## src/rtl/demux4_saidas_32bits_pkg.sv

```systemverilog
// Shared types and sizes for the registered 1-to-4 demultiplexer.
package demux_pkg;
  localparam int LARGURA = 32;
  localparam int NSAIDAS = 4;

  typedef logic [1:0]         sel_t;
  typedef logic [LARGURA-1:0] palavra_t;

  // One-hot slot decode; every select value maps to exactly one slot.
  function automatic logic [NSAIDAS-1:0] decodifica(input sel_t s);
    logic [NSAIDAS-1:0] um;
    um = {{(NSAIDAS-1){1'b0}}, 1'b1};
    return um << s;
  endfunction
endpackage

```

## src/rtl/demux4_saidas_32bits_if.sv

```systemverilog
// Producer/consumer bus of the demultiplexer: the master drives select, data and strobes,
// the slave (the demux) returns the slot contents and status.
interface demux4_saidas_32bits_if;
  import demux_pkg::*;

  sel_t               controlador;
  palavra_t           entrada;
  logic               escreve;
  logic [NSAIDAS-1:0] consome;
  palavra_t           saida0;
  palavra_t           saida1;
  palavra_t           saida2;
  palavra_t           saida3;
  logic [NSAIDAS-1:0] valido;
  logic               cheio;
  logic               erro;
  logic [7:0]         contador;

  modport master (
    output controlador, entrada, escreve, consome,
    input  saida0, saida1, saida2, saida3, valido, cheio, erro, contador
  );

  modport slave (
    input  controlador, entrada, escreve, consome,
    output saida0, saida1, saida2, saida3, valido, cheio, erro, contador
  );
endinterface

```

## src/rtl/demux4_saidas_32bits_registrador_slot.sv

```systemverilog
// One holding slot: a data word plus a valid flag. A load always wins over a clear,
// so a same-cycle consume only retires the word being replaced.
module registrador_slot
  import demux_pkg::*;
(
  input  logic     clk,
  input  logic     reset,
  input  logic     carrega,
  input  logic     limpa,
  input  palavra_t dado,
  output palavra_t q,
  output logic     valido
);

  always_ff @(posedge clk) begin
    if (reset) begin
      q      <= '0;
      valido <= 1'b0;
    end else if (carrega) begin
      q      <= dado;
      valido <= 1'b1;
    end else if (limpa) begin
      valido <= 1'b0;
    end
  end

endmodule

```

## src/rtl/demux4_saidas_32bits.sv

```systemverilog
// Registered 1-to-4 demultiplexer with per-slot valid/acknowledge and a write counter.
// Define DEMUX_PROTECT_EN to drop (and flag on erro) writes that would overwrite an unconsumed slot.
module demux4_saidas_32bits
  import demux_pkg::*;
(
  input logic                    clk,
  input logic                    reset,
  demux4_saidas_32bits_if.slave  bus
);

  logic [NSAIDAS-1:0] alvo;
  logic [NSAIDAS-1:0] bloqueado;
  logic [NSAIDAS-1:0] carrega;
  logic [NSAIDAS-1:0] valido;
  palavra_t           q [NSAIDAS];
  logic [7:0]         contador;

  assign alvo = bus.escreve ? decodifica(bus.controlador) : '0;

`ifdef DEMUX_PROTECT_EN
  // A live word is protected unless its consumer acknowledges it in the same cycle.
  assign bloqueado = alvo & valido & ~bus.consome;
`else
  assign bloqueado = '0;
`endif

  assign carrega = alvo & ~bloqueado;

  for (genvar i = 0; i < NSAIDAS; i++) begin : g_slot
    registrador_slot u_slot (
      .clk     (clk),
      .reset   (reset),
      .carrega (carrega[i]),
      .limpa   (bus.consome[i]),
      .dado    (bus.entrada),
      .q       (q[i]),
      .valido  (valido[i])
    );
  end

  always_ff @(posedge clk) begin
    if (reset) begin
      contador <= 8'd0;
    end else if (|carrega) begin
      contador <= contador + 8'd1;
    end
  end

`ifdef DEMUX_PROTECT_EN
  logic erro;
  always_ff @(posedge clk) begin
    if (reset) begin
      erro <= 1'b0;
    end else begin
      erro <= |bloqueado;
    end
  end
`else
  logic erro;
  assign erro = 1'b0;
`endif

  assign bus.saida0   = q[0];
  assign bus.saida1   = q[1];
  assign bus.saida2   = q[2];
  assign bus.saida3   = q[3];
  assign bus.valido   = valido;
  assign bus.cheio    = &valido;
  assign bus.erro     = erro;
  assign bus.contador = contador;

endmodule

```

## src/flat_wrapper.sv

```systemverilog
// flat-port wrapper written by rule: the top's interface ports become plain ports
module demux4_saidas_32bits_flat import demux_pkg::*;
  (clk, reset, bus_controlador, bus_entrada, bus_escreve, bus_consome, bus_saida0, bus_saida1, bus_saida2, bus_saida3, bus_valido, bus_cheio, bus_erro, bus_contador);
  demux4_saidas_32bits_if bus_i ();
  input logic clk;
  input logic reset;
  input wire logic [$bits(bus_i.controlador)-1:0] bus_controlador;
  input wire logic [$bits(bus_i.entrada)-1:0] bus_entrada;
  input wire logic [$bits(bus_i.escreve)-1:0] bus_escreve;
  input wire logic [$bits(bus_i.consome)-1:0] bus_consome;
  output wire logic [$bits(bus_i.saida0)-1:0] bus_saida0;
  output wire logic [$bits(bus_i.saida1)-1:0] bus_saida1;
  output wire logic [$bits(bus_i.saida2)-1:0] bus_saida2;
  output wire logic [$bits(bus_i.saida3)-1:0] bus_saida3;
  output wire logic [$bits(bus_i.valido)-1:0] bus_valido;
  output wire logic [$bits(bus_i.cheio)-1:0] bus_cheio;
  output wire logic [$bits(bus_i.erro)-1:0] bus_erro;
  output wire logic [$bits(bus_i.contador)-1:0] bus_contador;
  assign bus_i.controlador = bus_controlador;
  assign bus_i.entrada = bus_entrada;
  assign bus_i.escreve = bus_escreve;
  assign bus_i.consome = bus_consome;
  assign bus_saida0 = bus_i.saida0;
  assign bus_saida1 = bus_i.saida1;
  assign bus_saida2 = bus_i.saida2;
  assign bus_saida3 = bus_i.saida3;
  assign bus_valido = bus_i.valido;
  assign bus_cheio = bus_i.cheio;
  assign bus_erro = bus_i.erro;
  assign bus_contador = bus_i.contador;
  demux4_saidas_32bits u_core (.clk(clk), .reset(reset), .bus(bus_i));
endmodule
```

## config.mk

```make
export PLATFORM = sky130hd
export DESIGN_NAME = demux4_saidas_32bits_flat
export DESIGN_NICKNAME = d
export VERILOG_FILES = /design/src/rtl/demux4_saidas_32bits_pkg.sv /design/src/rtl/demux4_saidas_32bits_if.sv /design/src/rtl/demux4_saidas_32bits_registrador_slot.sv /design/src/rtl/demux4_saidas_32bits.sv /design/src/flat_wrapper.sv
export SDC_FILE = /design/constraint.sdc
export NUM_CORES = 1
export LEC_CHECK = 0
export CAP_MARGIN = 15
export CORE_MARGIN = 5
export CORE_UTILIZATION = 40
export CTS_CLUSTER_SIZE = 12
export DETAILED_ROUTE_END_ITERATION = 10
export DONT_BUFFER_PORTS = 1
export GPL_TIMING_DRIVEN = 0
export HOLD_SLACK_MARGIN = 0.08
export MAX_ROUTING_LAYER = met4
export SETUP_SLACK_MARGIN = 0.5
export SLEW_MARGIN = 20
export SYNTH_ARGS = -nofsm -noshare
export SYNTH_HDL_FRONTEND = slang
export SYNTH_SLANG_ARGS = --single-unit
export TNS_END_PERCENT = 50
```

## constraint.sdc

```tcl
create_clock -name clk -period 3 [get_ports clk]
set_input_delay 0.9 -clock clk [delete_from_list [all_inputs] [get_ports clk]]
set_output_delay 0.9 -clock clk [all_outputs]
set_load 0.05 [all_outputs]
```

==> run summary <==
Crit Path Class - reg -> out
Die Span Y - 121 um
drt via density - 5.05
count of cell types in the netlist - 25
post-route setup TNS - 0 ns
Pwr Total - 4470 uW
Core Util, Final - 47.8%
number of max-cap violations - 0
Final Hold Vio Count - 0
Die X - 121 um
routability congestion estimate - 0.731
FMAX - 454 MHz
top-area cell type share of the netlist area - 56.5%
initial core utilization - 41.1%
initial antenna violation count - 0
Initial DRC Count - 222
CTS root buf - clkbuf_16
setup ws final - 0.795 ns
Avg Cell Area, Syn - 8.01 sq um
GRT overflow - 0
FF+latch count, synth - 140
Area contributors post-synth - dfxtp_1 (56%), nand2_1 (19%), a21oi_1 (14%)
number of global-route vias before repair - 4024
period utilisation layout - 73.5%
Critical-path top delay cell - and4_1
Mapped Area - 0.00496 sq mm
Lkg Pwr - 0.00205 uW
CP startpoint kind - flip-flop
Worst path max stage delay - 0.53 ns
vias - 4137
Detailed Route WL - 15100 um
DPL Wire Length - 11000 um
fin nets - 680
Reg clk slew, reported paths - 0.06 ns
Crit Path Max Fanout - 3
synth warn - 0
post-layout min period - 2.21 ns
Hold Buf Count CTS - 0
fin. max-slew vios - 0
CP top delay family - simple AND/OR/NAND/NOR gates
unrepaired setup endpoints after global routing - false
status - complete, no violations
drt pass-1 iters - 4
leading area contributor after synthesis - dfxtp_1
Setup Buffers After CTS - 0
row count - 40
Clock Latency Late Sink - 0.41 ns
area delta synth->final - 16.2%
Setup WS pre-CTS - 0.843 ns
final setup vio count - 0
worst-path cell chain - and4_1
# diodes - 0
VDD IR max - 405 uV
drt wl/cell - 18.5 um
die area - 0.0147 sq mm
Remaining DRCs - 0
Critical Path End Type - output port
first-pass GRT wire length - 22800 um
WHS - 0.498 ns
total CTS buffers - 17
hold crit path type - reg -> reg
PwrDens - 776 mW/mm^2
H-Tree Depth - 4
Num Clock Sinks - 140
WP data required - 2.10 ns
share of cells above drive strength 1 - 10.1%
Worst Path Arrival - 1.31 ns
Worst Path Buf+Inv - 0
Port Buffers - 0
Seq/Total Area, Yosys - 56.5%
largest net degree at the start of global routing - 17
Global Route Usage Sum - 21.1%
Max Buffers Root-to-Sink - 2
CTS tree - built
Post-Syn Instances - 619
Slew @ Worst Pin - 0.681 ns
Final ANT Viol Nets - 0
PostCTS Resize Cnt - 0
total I/O pin count - 183
Core Area - 0.0121 sq mm
Final Skew - 0.00524 ns
synthesized net count - 661
worst relative slew slack - 54.6%
## metal layers
metal	vias up	track usage (%)	share of wire, %	wire, um
li1	2040	-	-	-
met2	173	35.0	49	7460
met4	0	7.14	1.8	275
met3	17	9.84	11	1660
met5	-	-	0	0
met1	1907	22.3	38	5760
## path summary, 6_finish.rpt
path	start	slack, ns	end	depth (start not counted)
hold reg to reg	u_core.g_slot[1].u_slot.valido$_SDFFE_PP0P_	0.50	u_core.g_slot[1].u_slot.valido$_SDFFE_PP0P_	2
setup reg to reg	u_core.bus.contador[0]$_SDFFE_PP0P_	1.35	u_core.bus.contador[6]$_SDFFE_PP0P_	4
hold / removal	u_core.g_slot[1].u_slot.valido$_SDFFE_PP0P_	0.50	u_core.g_slot[1].u_slot.valido$_SDFFE_PP0P_	2
setup / recovery	u_core.g_slot[0].u_slot.valido$_SDFFE_PP0P_	0.79	bus_cheio	1
## cells in the mapped netlist
master    count
buf_2        27
nand4_1       4
or3_1         3
xnor2_1       1
and3b_1       2
xor2_1        3
and3_1        1
nand2_1     257
o21ai_0       3
nand2b_1      4
and4_1        1
or3b_1        1
nor3b_2       1
buf_6         3
mux2i_1       1
buf_4         6
a21oi_2       1
conb_1        1
nor2_1        5
nand3_1       3
clkbuf_1     14
a21oi_1     134
dfxtp_1     140
nand3b_1      2
ha_1          1
## logic make-up (layout without fill, tap and decap cells)
logic type / after synthesis / count (layout) / synth area share, %
buffers and inverters: 50 / 82 / 5.37
other: 1 / 1 / 0.0756
adder cells (fa/ha/maj): 1 / 1 / 0.252
XOR/XNOR: 4 / 4 / 0.706
flip-flops: 140 / 140 / 56.5
multiplexers: 1 / 1 / 0.202
AND/OR/NAND/NOR: 284 / 284 / 22.9
AO/OA/AOI/OAI: 138 / 138 / 14.0
## stage by stage
step                instance area, sq um  std cells
floorplan                           4960        619
detailed placement                  5170        787
global placement                    5170        787
CTS                                 5760        819
finish                              5760        819
global route                        5760        819
## area by class of cell
| class | count | area (sq um) |
|---|---|---|
| clock inverter | 6 | 82.6 |
| tap | 168 | 210 |
| multi-input combinational | 429 | 1890 |
| clock buffer | 26 | 509 |
| sequential | 140 | 2800 |
| fill | 1169 | 6300 |
| buffer | 50 | 267 |
## worst register-to-register path: stages (launching register included)
cell and delay, ns:
dfxtp_1 0.75, ha_1 0.28, nand2_1 0.09, or3_1 0.32, a21oi_1 0.14
## where the power goes
group          switching [uW]  internal [uW]  total [uW]  leakage [uW]
registers                 255           1920        2180       0.00114
clock network             759           1330        2090      0.000290
logic                     139           65.8         204      0.000622
total                    1150           3320        4470       0.00205
## registers in the layout, summed over array words and instances, names as in the netlist
| signal | cells |
|---|---|
| u_core.bus.contador | 8 |
| u_core.g_slot.u_slot.q | 128 |
| u_core.g_slot.u_slot.valido | 4 |
## cells in the final DEF (no fill, tap or decap), drive strengths merged
cell type  count
clkinvlp       1
or3            3
and4           1
bufinv         2
o21ai          3
nand3          3
nor3b          1
nand3b         2
nand4          4
dfxtp        140
xnor2          1
clkbuf        40
buf           36
and3b          2
a21oi        135
mux2i          1
xor2           3
nand2        257
clkinv         3
nor2           5
conb           1
ha             1
nand2b         4
and3           1
or3b           1
Note: power is estimated with default switching activity, not from simulation.
